==> src/rtl/div_issue_ctrl_if.sv <==
// ---------------------------------------------------------------------------
// div_req_if
//   Request/writeback bundle between the core's M-extension path and
//   div_issue_ctrl.
//   master (core)       : drives in_valid/in_op/in_rs1/in_rs2/in_rd,
//                         samples res_valid/res_data/res_rd
//   slave (issue ctrl)  : the reverse
//   in_op encoding: 0=DIV, 1=DIVU, 2=REM, 3=REMU
// ---------------------------------------------------------------------------
interface div_req_if #(
    parameter int TAG_W = 5
);
    logic             in_valid;
    logic [1:0]       in_op;
    logic [31:0]      in_rs1;
    logic [31:0]      in_rs2;
    logic [TAG_W-1:0] in_rd;

    logic             res_valid;
    logic [31:0]      res_data;
    logic [TAG_W-1:0] res_rd;

    modport master (
        output in_valid, in_op, in_rs1, in_rs2, in_rd,
        input  res_valid, res_data, res_rd
    );

    modport slave (
        input  in_valid, in_op, in_rs1, in_rs2, in_rd,
        output res_valid, res_data, res_rd
    );
endinterface

==> src/rtl/div_issue_ctrl.sv <==
// ---------------------------------------------------------------------------
// div_issue_ctrl
//   Issue/writeback controller around a LATENCY-stage pipelined unsigned
//   divider that has no valid, no metadata and no stall. Signed operands are
//   turned into magnitudes on the way in; a parallel metadata pipe tracks
//   each op so the quotient/remainder can be sign-corrected and selected on
//   the way out. The result is registered, giving LATENCY+1 cycles of
//   request-to-writeback latency at one op per cycle, in order.
//
//   clk, rst          : clock, synchronous active-high reset
//   req (slave)       : request in / writeback out (see div_req_if)
//   flush             : kill every in-flight op and any same-cycle request
//   div_dividend/_divisor  : operands to the divider
//   div_quotient/_remainder: divider outputs, LATENCY cycles later
//   pending_mask      : bit r set while an op with rd=r is in flight
// ---------------------------------------------------------------------------
module div_issue_ctrl #(
    parameter int LATENCY = 7,
    parameter int TAG_W   = 5
) (
    input  logic        clk,
    input  logic        rst,
    div_req_if.slave    req,
    input  logic        flush,
    output logic [31:0] div_dividend,
    output logic [31:0] div_divisor,
    input  logic [31:0] div_quotient,
    input  logic [31:0] div_remainder,
    output logic [31:0] pending_mask
);
    typedef struct packed {
        logic             valid;
        logic             is_rem;
        logic             neg_q;
        logic             neg_r;
        logic [TAG_W-1:0] rd;
    } meta_t;

    meta_t [LATENCY-1:0] meta_q, meta_d;
    meta_t               meta_in;

    logic             res_valid_q;
    logic [31:0]      res_data_q, res_data_d;
    logic [TAG_W-1:0] res_rd_q;

    logic        is_signed;
    logic [31:0] q_fix, r_fix;
    meta_t       meta_out;

    // Operand conditioning. Negating 0x80000000 yields 0x80000000, which is
    // exactly the magnitude the unsigned divider needs.
    assign is_signed    = ~req.in_op[0];
    assign div_dividend = (is_signed && req.in_rs1[31]) ? -req.in_rs1 : req.in_rs1;
    assign div_divisor  = (is_signed && req.in_rs2[31]) ? -req.in_rs2 : req.in_rs2;

    always_comb begin
        meta_in        = '0;
        meta_in.valid  = req.in_valid & ~flush & (req.in_rd != '0);
        meta_in.is_rem = req.in_op[1];
        // Divide-by-zero must return all ones, so never negate that quotient.
        meta_in.neg_q  = is_signed & (req.in_rs1[31] ^ req.in_rs2[31]) & (req.in_rs2 != '0);
        meta_in.neg_r  = is_signed & req.in_rs1[31];
        meta_in.rd     = req.in_rd;
    end

    // Unconditional shift; flush only drops the valids, the divider's stale
    // data keeps flowing and comes out unqualified.
    always_comb begin
        meta_d    = meta_q;
        meta_d[0] = meta_in;
        for (int i = 1; i < LATENCY; i++) begin
            meta_d[i]       = meta_q[i-1];
            meta_d[i].valid = meta_q[i-1].valid & ~flush;
        end
    end

    // Sign/select fixup on the entry aligned with the divider output.
    assign meta_out = meta_q[LATENCY-1];
    assign q_fix    = meta_out.neg_q ? -div_quotient  : div_quotient;
    assign r_fix    = meta_out.neg_r ? -div_remainder : div_remainder;
    assign res_data_d = meta_out.is_rem ? r_fix : q_fix;

    always_ff @(posedge clk) begin
        if (rst) begin
            meta_q      <= '0;
            res_valid_q <= 1'b0;
            res_data_q  <= '0;
            res_rd_q    <= '0;
        end else begin
            meta_q      <= meta_d;
            res_valid_q <= meta_out.valid & ~flush;
            res_data_q  <= res_data_d;
            res_rd_q    <= meta_out.rd;
        end
    end

    assign req.res_valid = res_valid_q;
    assign req.res_data  = res_data_q;
    assign req.res_rd    = res_rd_q;

    // Hazard mask covers the whole pipe plus the output register, i.e. every
    // op whose writeback has not yet been seen by the register file.
    always_comb begin
        pending_mask = '0;
        for (int i = 0; i < LATENCY; i++) begin
            if (meta_q[i].valid)
                pending_mask = pending_mask | (32'(1) << meta_q[i].rd);
        end
        if (res_valid_q)
            pending_mask = pending_mask | (32'(1) << res_rd_q);
        pending_mask[0] = 1'b0;
    end
endmodule
==> src/flat_wrapper.sv <==
// flat-port wrapper written by rule: the top's interface ports become plain ports
module div_issue_ctrl_flat 
#(
    parameter int LATENCY = 7,
    parameter int TAG_W   = 5
)
  (clk, rst, flush, div_dividend, div_divisor, div_quotient, div_remainder, pending_mask, req_in_valid, req_in_op, req_in_rs1, req_in_rs2, req_in_rd, req_res_valid, req_res_data, req_res_rd);
  div_req_if #(.TAG_W(TAG_W)) req_i ();
  input  logic clk;
  input  logic rst;
  input  logic flush;
  output logic [31:0] div_dividend;
  output logic [31:0] div_divisor;
  input  logic [31:0] div_quotient;
  input  logic [31:0] div_remainder;
  output logic [31:0] pending_mask;
  input wire logic [$bits(req_i.in_valid)-1:0] req_in_valid;
  input wire logic [$bits(req_i.in_op)-1:0] req_in_op;
  input wire logic [$bits(req_i.in_rs1)-1:0] req_in_rs1;
  input wire logic [$bits(req_i.in_rs2)-1:0] req_in_rs2;
  input wire logic [$bits(req_i.in_rd)-1:0] req_in_rd;
  output wire logic [$bits(req_i.res_valid)-1:0] req_res_valid;
  output wire logic [$bits(req_i.res_data)-1:0] req_res_data;
  output wire logic [$bits(req_i.res_rd)-1:0] req_res_rd;
  assign req_i.in_valid = req_in_valid;
  assign req_i.in_op = req_in_op;
  assign req_i.in_rs1 = req_in_rs1;
  assign req_i.in_rs2 = req_in_rs2;
  assign req_i.in_rd = req_in_rd;
  assign req_res_valid = req_i.res_valid;
  assign req_res_data = req_i.res_data;
  assign req_res_rd = req_i.res_rd;
  div_issue_ctrl #(.LATENCY(LATENCY), .TAG_W(TAG_W)) u_core (.clk(clk), .rst(rst), .req(req_i), .flush(flush), .div_dividend(div_dividend), .div_divisor(div_divisor), .div_quotient(div_quotient), .div_remainder(div_remainder), .pending_mask(pending_mask));
endmodule
==> config.mk <==
export PLATFORM = sky130hd
export DESIGN_NAME = div_issue_ctrl_flat
export DESIGN_NICKNAME = d
export VERILOG_FILES = /design/src/rtl/div_issue_ctrl_if.sv /design/src/rtl/div_issue_ctrl.sv /design/src/flat_wrapper.sv
export SDC_FILE = /design/constraint.sdc
export NUM_CORES = 1
export LEC_CHECK = 0
export CORE_ASPECT_RATIO = 0.7
export CORE_MARGIN = 1
export CORE_UTILIZATION = 40
export DETAILED_ROUTE_END_ITERATION = 12
export PLACE_DENSITY = 0.69
export SLEW_MARGIN = 5
export SYNTH_ARGS = -nofsm -noshare
export SYNTH_HDL_FRONTEND = slang
export SYNTH_SLANG_ARGS = --single-unit
==> constraint.sdc <==
create_clock -name clk -period 6.4 [get_ports clk]
set_input_delay 0.96 -clock clk [delete_from_list [all_inputs] [get_ports clk]]
set_output_delay 0.96 -clock clk [all_outputs]
set_load 0.01 [all_outputs]
==> summary.txt <==
Finished Cell Area -> 10690 sq um
clock latency at the later pin of the worst-skew pair -> 0.35 ns
post-DP HPWL -> 23440 microns
Initial Utilization -> 41.32%
post-cts gate resize count -> 0
core box area -> 18260 sq um
Chip Height -> 116.9 microns
clock sink total -> 101
I/O Pins -> 273
Die Width -> 166.2 microns
most used cell, CP -> clkdlybuf4s50_1
Port Buffer Count -> 271
P_leak -> 0.003523 uW
Final period util -> 71.28%
CP Class -> input port to primary output
Synth Area per Inst -> 7.943 sq um
Setup-failing EPs final -> 0
Sw Pwr -> 448.6 uW
Hold Fails Final Rpt -> 0
FF+latch count, synth -> 101
Routed met2 length -> 12620 microns
reg2reg path depth -> 4
setup TNS -> 0 ns
via density per instance -> 6.221
Clk network pwr share -> 34.7%
relative slew slack -> 29.69%
global-route wire length before repair -> 47220 microns
Flop pwr share -> 40.4%
# rows -> 41
CTS root buf -> clkbuf_16
Final #Nets -> 1330
critical path launch point type -> input port
layout cells sized above 1 -> 5.542%
sequential fraction of the synthesis area -> 26.79%
PwrDens -> 153.1 nW/um^2
Placed Area -> 10380 sq um
skew final -> 0.008869 ns
hold_ws -> 0.4296 ns
most common cell after layout, fill and taps aside -> clkdlybuf4s50_1
1st-iter DRT viols -> 1216
Area growth syn-to-layout -> 41.64%
combinational share of power -> 24.9%
clk slew on worst S/H paths -> 0.07 ns
Async S/R FF share, synth -> 0%
status -> finished with violations
CP max FO -> 4
Max Cap Viol -> 0
crit end category -> primary output
Vias -> 8877
largest net degree at the start of global routing -> 62
post-CTS setup buffer count -> 0
remaining global-route overflow -> 0
most frequent cells in the layout -> 270 x clkdlybuf4s50_1, 142 x o22ai_1, 101 x dfxtp_1
# DRC -> 15
RSZ-0062 raised after global routing -> no
die area -> 19430 sq um
post-synthesis cell area -> 7546 sq um
critical-path cell list -> clkdlybuf4s50_1 > or4_1 > nor4_2 > nand4_1 > o31ai_1 > xnor2_1 > clkdlybuf4s50_1
Slew Viols, Final -> 0
peak supply drop -> 0.1277 mV
number of flops mapped to enable cells by yosys -> 0
H-tree depth -> 3
slowest CP cell -> clkdlybuf4s50_1
Cells after Synth -> 950
Final GP Congestion -> 0.9888
Internal Power -> 1188 uW
WP data required -> 5.44 ns
wire per inst -> 21.91 microns
Slew @ Worst Pin -> 1.051 ns
TritonCTS clock tree -> done
worst hold stages -> 1
CTS Buffer Depth -> 2
Num CTS Buffers -> 9
antenna viol nets, final -> 0
fmax -> 219.2 MHz
initial antenna violation count -> 0
GRT Total Usage -> 31.60%
# hold bufs at CTS -> 0
total wire length -> 31270 microns
Syn Nets -> 1093
Synth cell types -> 57
Critical Path Max Stage Delay -> 0.57 ns
failing checks -> DRC
top_reg_cell synth -> dfxtp_1
minimum clock period after layout -> 4.562 ns
number of global-route vias before repair -> 8293
Top Metal Used -> met4
critical path arrival -> 3.60 ns
drt pass-1 iters -> 11
# diodes -> 0
synth warn -> 0
Post-Route M1 WL -> 13330 microns
routed length on met3 -> 4708 microns
worst hold path type -> flip-flop to flip-flop
Pwr Total -> 1636 uW
sw frac -> 27.41%
[area by class of cell]
class | count | area (sq um)
fill | 1681 | 7575
multi-input combinational | 784 | 5266
timing repair buffer | 275 | 2738
sequential | 101 | 2022
tap | 236 | 295.3
clock buffer | 10 | 239.0
clock inverter | 5 | 67.56
inverter | 16 | 60.06
[per-layer routing]
layer | vias up | track usage [%]
met1 | 4096 | 41.98
li1 | 4101 | -
met5 | - | 0.9662
met3 | 77 | 14.36
met2 | 603 | 45.68
met4 | 0 | 8.972
[kinds of logic after synthesis]
kind of cell	share of synthesized area [%]
mux	1.111
simple gates	32.96
compound gates	22.70
flops	26.79
buf+inv	3.416
xor+xnor	12.30
other cells	0.04970
fa+ha+maj	0.6633
[worst max-delay path: cells and delay by family]
kind | cells | cell delay [ns]
and+or+nand+nor | 3 | 1.11
buffers and inverters | 2 | 1.07
AOI/OAI and AO/OA | 1 | 0.30
xor gates and xnor gates | 1 | 0.16
[state kept, by name, indices dropped and copies added (netlist names)]
register and cells:
u_core.req.res_rd 5, u_core.meta_d 48, u_core.meta_q 6, u_core.req.res_data 32, u_core.req.res_valid 1, u_core.meta_out 9
[worst paths after layout]
check	startpoint	to	slack (ns)
setup reg to reg	u_core.meta_out[6]	u_core.req.res_data[31]	4.19
hold / removal	u_core.meta_d[60]	u_core.meta_out[6]	0.43
hold reg to reg	u_core.meta_d[60]	u_core.meta_out[6]	0.43
setup / recovery	req_in_rs1[23]	div_dividend[29]	1.84
[cells in the mapped netlist (all sizes together), types with 11 or more instances]
master	count	area, sq um
o21ai	30	150.1
xnor2	43	376.6
nor2	57	214.0
nand4	11	75.07
xor2	63	551.8
dfxtp	101	2022
nand3	33	165.2
nor4	18	185.2
or4	35	266.5
o22ai	142	888.4
nor2b	61	381.6
o41ai	23	224.0
nand3b	42	315.3
a21oi	17	85.08
nor3	23	126.4
nand2	45	168.9
inv	16	60.06
o31ai	21	157.7
or3b	20	175.2
clkbuf	43	161.4
or3	23	148.9
[power groups by stage]
stage               registers [uW]  logic, uW  clock network [uW]
finish                         661        407                 568
global route                   663        434                 606
CTS                            661        405                 581
detailed placement             675        401                   0
global placement               675        404                   0
floorplan                      674        146                   0
[per-stage QoR]
step | worst slack (ns) | instances | util [%]
after floorplan | 2.911 | 950 | -
after global placement | 1.848 | 1412 | 56.84
after detailed placement | 1.850 | 1412 | 56.84
after CTS | 1.835 | 1427 | 58.52
after global routing | 1.691 | 1427 | 58.52
final | 1.838 | 1427 | 58.52
Note: power is estimated with default switching activity, not from simulation.
